## src/rtl/sram_bubble_sort.sv

```systemverilog
// In-place bubble-sort engine driving a synchronous single-port SRAM.
// Reads each adjacent pair, compares, and writes it back swapped when out of order.
module sram_bubble_sort #(
    parameter int unsigned DEPTH   = 12,
    parameter int unsigned DW      = 8,
    parameter int unsigned AW      = 8,
    parameter int unsigned DESCEND = 0
) (
    input  logic          clk,
    input  logic          rst,
    input  logic          start,
    output logic          busy,
    output logic          done,
    output logic          mem_en,
    output logic          mem_we,
    output logic [AW-1:0] mem_dir,
    output logic [DW-1:0] mem_dato_e,
    input  logic [DW-1:0] mem_dato_s,
    output logic [7:0]    pass_cnt,
    output logic [7:0]    swap_cnt
);

    typedef enum logic [2:0] {
        IDLE, RD_A, RD_B, CAP_B, CMP, WR_A, WR_B, DONE
    } state_t;

    localparam logic [AW-1:0] LIMIT0 = AW'(DEPTH - 1);

    state_t        state, state_nx;
    logic [AW-1:0] i, limit, i_nx1;
    logic [DW-1:0] a, b;
    logic          swapped;
    logic          do_swap, advance, pass_end, finish;
    logic          start_sort, step_i, new_pass;

    assign i_nx1    = i + AW'(1);
    assign do_swap  = (DESCEND != 0) ? (a < b) : (a > b);
    assign pass_end = !(i_nx1 < limit);
    // WR_B sets swapped on the same edge it advances, so fold that in here.
    assign finish   = !(swapped || (state == WR_B)) || (limit == AW'(1));

    always_comb begin
        state_nx   = state;
        mem_en     = 1'b0;
        mem_we     = 1'b0;
        mem_dir    = '0;
        mem_dato_e = '0;
        done       = 1'b0;
        advance    = 1'b0;
        start_sort = 1'b0;
        step_i     = 1'b0;
        new_pass   = 1'b0;
        case (state)
            IDLE: begin
                if (start) begin
                    start_sort = 1'b1;
                    state_nx   = RD_A;
                end
            end
            RD_A: begin
                mem_en   = 1'b1;
                mem_dir  = i;
                state_nx = RD_B;
            end
            RD_B: begin
                mem_en   = 1'b1;
                mem_dir  = i_nx1;
                state_nx = CAP_B;
            end
            CAP_B: state_nx = CMP;
            CMP: begin
                if (do_swap) state_nx = WR_A;
                else         advance  = 1'b1;
            end
            WR_A: begin
                mem_en     = 1'b1;
                mem_we     = 1'b1;
                mem_dir    = i;
                mem_dato_e = b;
                state_nx   = WR_B;
            end
            WR_B: begin
                mem_en     = 1'b1;
                mem_we     = 1'b1;
                mem_dir    = i_nx1;
                mem_dato_e = a;
                advance    = 1'b1;
            end
            DONE: begin
                done     = 1'b1;
                state_nx = IDLE;
            end
            default: state_nx = IDLE;
        endcase

        if (advance) begin
            if (!pass_end) begin
                step_i   = 1'b1;
                state_nx = RD_A;
            end else if (finish) begin
                state_nx = DONE;
            end else begin
                new_pass = 1'b1;
                state_nx = RD_A;
            end
        end
    end

    always_ff @(posedge clk or posedge rst) begin
        if (rst) begin
            state    <= IDLE;
            busy     <= 1'b0;
            i        <= '0;
            limit    <= LIMIT0;
            swapped  <= 1'b0;
            pass_cnt <= '0;
            swap_cnt <= '0;
            a        <= '0;
            b        <= '0;
        end else begin
            state <= state_nx;
            busy  <= (state_nx != IDLE) && (state_nx != DONE);
            if (start_sort) begin
                i        <= '0;
                limit    <= LIMIT0;
                swapped  <= 1'b0;
                pass_cnt <= 8'd1;
                swap_cnt <= '0;
            end
            if (state == RD_B)  a <= mem_dato_s;
            if (state == CAP_B) b <= mem_dato_s;
            if (state == WR_B) begin
                swapped <= 1'b1;
                if (swap_cnt != 8'hFF) swap_cnt <= swap_cnt + 8'd1;
            end
            if (step_i) i <= i_nx1;
            if (new_pass) begin
                limit    <= limit - AW'(1);
                i        <= '0;
                swapped  <= 1'b0;
                pass_cnt <= pass_cnt + 8'd1;
            end
        end
    end

endmodule

```

## config.mk

```make
export PLATFORM = sky130hd
export DESIGN_NAME = sram_bubble_sort
export DESIGN_NICKNAME = d
export VERILOG_FILES = /design/src/rtl/sram_bubble_sort.sv
export SDC_FILE = /design/constraint.sdc
export NUM_CORES = 1
export LEC_CHECK = 0
export ABC_AREA = 1
export ABC_CLOCK_PERIOD_IN_PS = 3150
export CAP_MARGIN = 10
export CELL_PAD_IN_SITES_DETAIL_PLACEMENT = 1
export CELL_PAD_IN_SITES_GLOBAL_PLACEMENT = 1
export CORE_MARGIN = 2
export CORE_UTILIZATION = 41
export CTS_CLUSTER_DIAMETER = 80
export DETAILED_ROUTE_END_ITERATION = 12
export GPL_TIMING_DRIVEN = 0
export PLACE_DENSITY_LB_ADDON = 0.1
export SYNTH_ARGS = -nofsm -noshare
export SYNTH_HDL_FRONTEND = slang
export SYNTH_SLANG_ARGS = --single-unit
export TNS_END_PERCENT = 10
```

## constraint.sdc

```tcl
create_clock -name clk -period 3.15 [get_ports clk]
set_input_delay 0.63 -clock clk [delete_from_list [all_inputs] [get_ports clk]]
set_output_delay 0.63 -clock clk [all_outputs]
set_load 0.05 [all_outputs]
```

==> results of run 1 <==
synth_stat cells, types with 3 or more instances:
master / instances / area (µm²)
sky130_fd_sc_hd__nand2_1: 120 / 450
sky130_fd_sc_hd__inv_1: 53 / 199
sky130_fd_sc_hd__dfrtp_1: 50 / 1250
sky130_fd_sc_hd__ha_1: 24 / 300
sky130_fd_sc_hd__o21ai_0: 23 / 115
sky130_fd_sc_hd__nand3_1: 22 / 110
sky130_fd_sc_hd__a21oi_1: 18 / 90.1
sky130_fd_sc_hd__nor2_1: 17 / 63.8
sky130_fd_sc_hd__xor2_1: 14 / 123
sky130_fd_sc_hd__nand4_1: 11 / 68.8
sky130_fd_sc_hd__o22ai_2: 8 / 100
sky130_fd_sc_hd__o21ai_1: 6 / 30.0
sky130_fd_sc_hd__nor3_1: 5 / 25.0
sky130_fd_sc_hd__nor2_2: 4 / 25.0
sky130_fd_sc_hd__buf_2: 3 / 15.0
sky130_fd_sc_hd__buf_6: 3 / 33.8
sky130_fd_sc_hd__dfstp_2: 3 / 78.8
sky130_fd_sc_hd__nand3b_1: 3 / 22.5
sky130_fd_sc_hd__xnor2_1: 3 / 26.3
what timing repair did:
item / CTS / global route
gates resized for setup: 13 / 16
buffers inserted: 0 / 0
cloned: 0 / 0
endpoints found under the setup margin: 10 / 12
tightest hold or removal path, cell delays in order (launching register included):
cell and delay, ps:
sky130_fd_sc_hd__dfrtp_1 390, sky130_fd_sc_hd__nand2_1 60, sky130_fd_sc_hd__nand2_1 50
layout make-up:
cell class	instances	area, µm²	area share, %
flip-flops and latches	53	1330	32.6
clock inverters	2	15.0	0.368
well taps	105	131	3.22
repair buffers	47	475	11.6
clock buffers	6	72.6	1.78
inverters	56	215	5.27
plain buffers	10	80.1	1.96
multi-input cells	302	1770	43.2
power groups by stage:
stage	registers [W]	clock network, W	logic (W)
after floorplan	0.00146	0	0.00181
after global placement	0.00123	0	0.00277
after detailed placement	0.00125	0	0.00285
after CTS	0.00123	0.000425	0.00287
after global routing	0.00128	0.000447	0.00318
final	0.00123	0.000405	0.00282
state kept, by name (all words and copies together), names as in the netlist:
name / cells
b: 8
pass_cnt: 8
limit: 8
a: 8
swapped: 1
busy: 1
swap_cnt: 8
state: 3
i: 8
cell families after synthesis:
| group | synth area share (%) |
|---|---|
| multiplexers | 0.628 |
| AO/OA/AOI/OAI | 12.8 |
| adder cells (fa/ha/maj) | 8.86 |
| buffers and inverters | 8.67 |
| AND/OR/NAND/NOR | 25.4 |
| XOR/XNOR | 4.39 |
| flip-flops | 39.2 |
per-stage QoR:
stage          setup TNS, ps  hold slack (ps)  power, W
6_report                   0              526   0.00446
5_1_grt                -9.01              539   0.00490
4_1_cts                    0              529   0.00453
3_5_place_dp            -156              499   0.00410
3_3_place_gp           -17.8              485   0.00400
2_1_floorplan              0              470   0.00328
final timing paths:
kind,to,depth (start not counted),slack [ps]
worst min register to register,a[6],2,530
worst max-delay path,mem_dato_e[6],9,130
worst min-delay path,a[6],2,530
min in group asynchronous,a[3],2,630
max in group asynchronous,i[1],3,1970
worst max register to register,i[5],14,330
layer usage:
layer	up-vias	track usage [%]
met4	0	4.35
met1	1469	28.0
met3	7	2.79
li1	1473	-
met2	52	36.8
met5	-	0
==> results.txt, run 1 <==
The number of hold-slack violations in the final timing report came out at 0. The per-instance average area after synthesis is 8.05 µm². The diode insertion count for antenna repair came out at 0. The number of synthesized flops with an enable pin came out at 0. The HPWL reported at the end of detailed placement came out at 6.35 mm. The share of total power in sequential cells is 27.6%.

The finished layout holds 581 standard cells, fillers aside. Buffers inserted during clock tree synthesis total 5. The flow ran to the end, and the final reports show no timing, DRC or antenna violations. After detailed routing, the number of vias per cell comes to 5.17. The die covers 9010 µm².

The number of nets produced by synthesis is 456. The final layout contains 510 nets. The share of the Yosys chip area taken by registers is 39.2%. The tree built by TritonCTS fans out to 53 sinks. After layout, the worst path uses 95.8% of the clock period. The post-route clock skew came out at 6.36 ps.

The reported net switching power came out at 0.00237 W. The global route total overflow came out at 0. The post-detailed-placement cell area is 4000 µm². The element type at the critical path start is a register. Counting flops with an async set or reset pin after synthesis yields a share of 100%. The worst hold path begins at a[6]. The uppermost layer routed is met4. The finished cells cover 4090 µm². Synthesis instantiated 41 different standard cells from the library. The final design utilization came out at 50.2%. The number of register bits inferred by synthesis came out at 53. The sum of routed wire length over all layers came out at 8.61 mm. The first-pass iteration count of the detailed router is 4.

The count of port buffers added during placement came out at 46. The area of the placeable core is 8130 µm². The routability congestion estimate is 0.812. The kind of cell with the highest combined delay along the critical path is buffers and inverters.

The clock slew seen by the registers of the worst setup and hold paths came out at 110 ps. The area overhead of the layout relative to synthesis came out at 20.5%. The first global-routing pass estimated 14.9 mm of wire. Of the total power, the clock network draws 9.1%. Cells with a size suffix above 1 make up 10.9% of the layout.

The insertion delay of the later-clocked pin in the worst-skew pair is 310 ps. For this run, the number of Yosys warnings is 0. The floorplan die height is 94.9 µm. The aggregate global-route resource usage is 21.1%. TritonCTS built the clock tree. The via count of the first global-routing pass is 3114. In the detailed route, the total length drawn on met3 is 247 µm. The combinational fraction of design power is 63.3%. The root buffer cell chosen for the clock tree is sky130_fd_sc_hd__clkbuf_8. The minimum period implied by the final worst setup slack came out at 3020 ps. Internal power comes to 0.00209 W. The total I/O pin count came out at 47. Derived from the worst setup path, the maximum achievable clock frequency is 0.332 GHz.

The critical path buffer and inverter count came out at 5. Prior to clock tree synthesis, the placed netlist has a worst setup slack of -73.4 ps. The maximum number of pins on one net before global-route repair came out at 36. The master of the slowest instance on the critical path is sky130_fd_sc_hd__dlygate4sd2_1. Across the VDD grid, the largest voltage drop is 0.411 mV. The transition at the pin with the smallest max-transition slack came out at 512 ps. The filler cells instantiated in the layout total 988. The post-synthesis instance total came out at 421. Setup repair after global routing could not meet its margin everywhere. In this run the cell area of the synthesized design comes to 3390 µm². The main flop type after synthesis is sky130_fd_sc_hd__dfrtp_1.

The clock tree buffer depth is 2. The critical path class is reg -> out. The initial antenna violation count is 0. The critical path required time came out at 2520 ps.

The switching power share of the total came out at 53.1%. The count of final max-slew check failures is 0. The relative slew slack is 65.7%. The signal on the critical path passes through inv_1 -> ha_1 -> buf_6 -> nand2_8 -> inv_4 -> clkbuf_2 -> nand2_1 -> o21ai_0 -> dlygate4sd2_1. The number of antenna-violating nets in the routed design is 0. Including well taps, the total number of placed cells is 573.

The tightest min-delay check is of the reg -> reg type. For this block, the initial DRC count from the detailed router was 79. At the worst endpoint, the arrival time is 2390 ps.

The largest stage delay on the critical path came out at 550 ps. The power density of the placed cells came out at 1090 nW/µm². The count of endpoints failing setup in the final report came out at 0. Leaving out fill and tap cells, the most frequent cells in the layout are sky130_fd_sc_hd__nand2_1, sky130_fd_sc_hd__inv_1, sky130_fd_sc_hd__dfrtp_1. The floorplan has 33 rows. The count of max-cap constraint violations came out at 0.

The wire length on met1 came out at 4.09 mm. Once the floorplan was initialized, standard cells occupied 41.7% of the core. The static leakage is 2.10 nW. In this run the critical register-to-register path is launched from i[0].

The horizontal die dimension is 94.9 µm. The library cell used most frequently in the layout, excluding fill and tap cells, is sky130_fd_sc_hd__nand2_1. The most critical setup path has its startpoint at state[0].

The number of DRC violations after detailed routing came out at 0. The slack of the critical path came out at 133 ps. The worst setup path is captured at a primary output.

The overall via count from detail_route came out at 3001. Of all nets on the critical path, the largest fanout is 10. The per-cell routed wire length came out at 14.8 µm. The met2 layer wire length in the routed design is 4.19 mm. The count of hold buffers inserted by post-cts repair came out at 0.

The maximum level of the CTS H-tree came out at 2.
No activity file was read; power rests on OpenSTA's default activity.
==> run 2, diff against run 1 <==
--- a/config.mk
+++ b/config.mk
@@ -6,7 +6,6 @@
 export NUM_CORES = 1
 export LEC_CHECK = 0
 export ABC_AREA = 1
-export ABC_CLOCK_PERIOD_IN_PS = 3150
 export CAP_MARGIN = 10
 export CELL_PAD_IN_SITES_DETAIL_PLACEMENT = 1
 export CELL_PAD_IN_SITES_GLOBAL_PLACEMENT = 1
@@ -19,4 +18,4 @@
 export SYNTH_ARGS = -nofsm -noshare
 export SYNTH_HDL_FRONTEND = slang
 export SYNTH_SLANG_ARGS = --single-unit
-export TNS_END_PERCENT = 10
+export TNS_END_PERCENT = 20
==> run 2 against run 1 <==
Global-route usage is 0.084 points lower; sequential cell count stayed put; count of clock-buffer cells in the layout unchanged; maximum frequency rose by 1.0%; clock skew decreased by 0.60 ps; cell area barely moved; total power barely moved; first-iteration DRC count up 5.1%; non-clock buffer count down 1; register-to-register slack barely moved; utilization hardly changed; critical endpoint is now mem_dato_e[0].
==> results.txt, run 2 (synthesis results as in run 1) <==
The flow ran to the end, and the final reports show no timing, DRC or antenna violations. The critical path buffer and inverter count is 4 (-1). The number of non-filler instances in the completed layout was 580 (-0.17%). The tree is rooted in a sky130_fd_sc_hd__clkbuf_8.

The final design utilization came out at 50.2% (about the same). The count of port buffers added during placement came out at 46 (unchanged). The starting density of the core came out at 41.7% (unchanged). The share of post-route cells with drive strength above 1 came to 10.5% (-0.40 points). The aggregate global-route resource usage is 21.0% (-0.084 points). The via count of the first global-routing pass came to 3115 (+0.032%). The clock tree buffer depth is 2 (unchanged). The area overhead of the layout relative to synthesis came to 20.5% (about the same). The critical path required time is 2520 ps (about the same).

Traced cell by cell, the critical path runs through inv_1 -> ha_1 -> buf_2 -> nand2_1 -> inv_1 -> nand2_1 -> o21ai_0 -> clkdlybuf4s15_1. The area of the placeable core is 8130 µm² (unchanged). The largest fanout on the critical path came out at 9 (-1). The sum of routed wire length over all layers came out at 8.55 mm (-0.66%). The DRC violation total after the first TritonRoute iteration was 83 (+5.1%).

The number of hold-slack violations in the final timing report is 0 (unchanged). The count of endpoints failing setup in the final report was 0 (unchanged). Broken down by cell family, the worst path's largest delay share belongs to buffers and inverters.

The initial antenna violation count came out at 0 (unchanged). The most common cell after layout, fill and taps aside is sky130_fd_sc_hd__nand2_1. The slack of the critical path is 165 ps (+31.2 ps). The maximum number of pins on one net before global-route repair came out at 36 (unchanged). The static leakage is 2.10 nW (+0.12%). The mean number of vias per cell came out at 5.17 (+0.17%). The first-pass iteration count of the detailed router came out at 4 (unchanged). The worst ir drop on vdd was 0.411 mV (about the same). The total number of nets in the final design is 509 (-0.20%). The power density of the placed cells came out at 1090 nW/µm² (about the same). The count of max-cap constraint violations came out at 0 (unchanged). The pre-CTS setup slack is -73.4 ps (unchanged). The horizontal die dimension came to 94.9 µm (unchanged). In the layout the commonest cells are sky130_fd_sc_hd__nand2_1, sky130_fd_sc_hd__inv_1, sky130_fd_sc_hd__dfrtp_1. The maximum level of the CTS H-tree is 2 (unchanged). The highest attainable clock frequency was 0.335 GHz (+1.0%).

The path class of the tightest hold or removal check is reg -> reg. The total of fill cells in the finished design is 988 (unchanged). The insertion delay of the later-clocked pin in the worst-skew pair came out at 310 ps (about the same). The number of antenna-violating nets in the routed design is 0 (unchanged). The wire length of the first global-routing pass came to 14.9 mm (-0.41%). The number of DRC violations after detailed routing came out at 0 (unchanged). The number of placed instances, taps included was 573 (unchanged). The worst setup path is launched from a register. The number of clock sinks came out at 53 (unchanged). The total I/O pin count came out at 47 (unchanged). The length of routed met3 wiring came to 247 µm (unchanged).

The count of standard-cell rows came out at 33 (unchanged). Setup repair after global routing could not meet its margin everywhere. The relative slew slack is 65.7% (unchanged).

The global route total overflow is 0 (unchanged). The count of final max-slew check failures was 0 (unchanged). The minimum period implied by the final worst setup slack came out at 2990 ps (-31.2 ps). The routability congestion estimate is 0.812 (unchanged). The overall via count from detail_route is 3001 (unchanged). The floorplan die height was 94.9 µm (unchanged). The worst setup path is captured at a primary output. The slowest stage of the critical path belongs to the cell sky130_fd_sc_hd__clkdlybuf4s15_1. The wire length on met1 is 4.07 mm (-0.44%).

TritonCTS built the clock tree. The worst hold slack after final layout was 524 ps (-2.53 ps). The final clock period utilization by the worst path was 94.8% (-0.99 points). The total power after layout came out at 0.00445 W (about the same). The arrival time at the worst endpoint came to 2360 ps (-30 ps). The diode insertion count for antenna repair came out at 0 (unchanged). The critical path class is reg -> out.

The total setup buffers inserted after CTS came to 0 (unchanged). The largest stage delay on the critical path was 530 ps (-20 ps). The HPWL reported at the end of detailed placement is 6.35 mm (unchanged). The CTS buffer count came out at 5 (unchanged).

The highest layer touched by signal routing is met4. The clock slew seen by the registers of the worst setup and hold paths came out at 100 ps (about the same). The post-route clock skew came to 5.76 ps (-0.603 ps). The met2 layer wire length in the routed design is 4.15 mm (-0.91%). The area of the multi-input gates came out at 1770 µm² (unchanged). The per-cell routed wire length is 14.7 µm (-0.49%). The transition at the pin with the smallest max-transition slack came to 512 ps (unchanged).

The area of all sequential standard cells came out at 1330 µm² (unchanged). The die outline area is 9010 µm² (unchanged).
run 2: through the flow:
stage                     setup TNS (ps)  cell area [µm²]
after floorplan                        0             3390
after detailed placement            -156             4000
after global routing               -9.01             4080
after CTS                              0             4070
after global placement             -17.8             3980
final                                  0             4080
run 2: report_power, final:
| group | internal [W] | switching [W] |
|---|---|---|
| Combinational | 0.000950 | 0.00187 |
| Sequential | 0.000982 | 0.000250 |
| Clock | 0.000158 | 0.000246 |
run 2: path summary, 6_finish.rpt:
path                            startpoint             to  slack (ps)  cells past startpoint
worst max-delay path              state[1]  mem_dato_e[0]         160                      8
worst min-delay path                  a[6]           a[6]         520                      2
worst max register to register        i[0]           i[5]         330                     14
worst min register to register        a[6]           a[6]         520                      2
max in group asynchronous              rst           i[1]        1970                      3
min in group asynchronous              rst    pass_cnt[0]         630                      2
run 2: area by class of cell:
cell class                 instances  area share (%)
buffer                             9            1.84
multi-input combinational        302            43.2
inverter                          56            5.27
sequential                        53            32.6
clock buffer                       6            1.78
timing repair buffer              47            11.7
clock inverter                     2           0.368
tap                              105            3.22
run 2: what timing repair did:
| action | in CTS | in global routing |
|---|---|---|
| gates resized for setup | 10 | 16 |
| setup endpoints to repair | 10 | 11 |
| hold buffers | 0 | 0 |
run 2: layer usage:
metal	GRT usage (%)	vias to the layer above
met1	27.8	1471
met2	36.7	55
met4	4.35	0
met5	0	-
li1	-	1468
met3	2.79	7
run 2: worst reg2reg max path: stages, from the launching register on:
cell and delay, ps:
sky130_fd_sc_hd__dfrtp_1 480, sky130_fd_sc_hd__nand2_1 100, sky130_fd_sc_hd__nor2_2 120, sky130_fd_sc_hd__nand3_1 120
sky130_fd_sc_hd__nand3b_1 200, sky130_fd_sc_hd__xor2_1 170, sky130_fd_sc_hd__inv_2 80, sky130_fd_sc_hd__ha_1 290
sky130_fd_sc_hd__a21oi_1 170, sky130_fd_sc_hd__o21a_1 220, sky130_fd_sc_hd__a21boi_0 250, sky130_fd_sc_hd__nand2_2 190
sky130_fd_sc_hd__inv_1 220, sky130_fd_sc_hd__nand2_1 80, sky130_fd_sc_hd__nand2_1 70
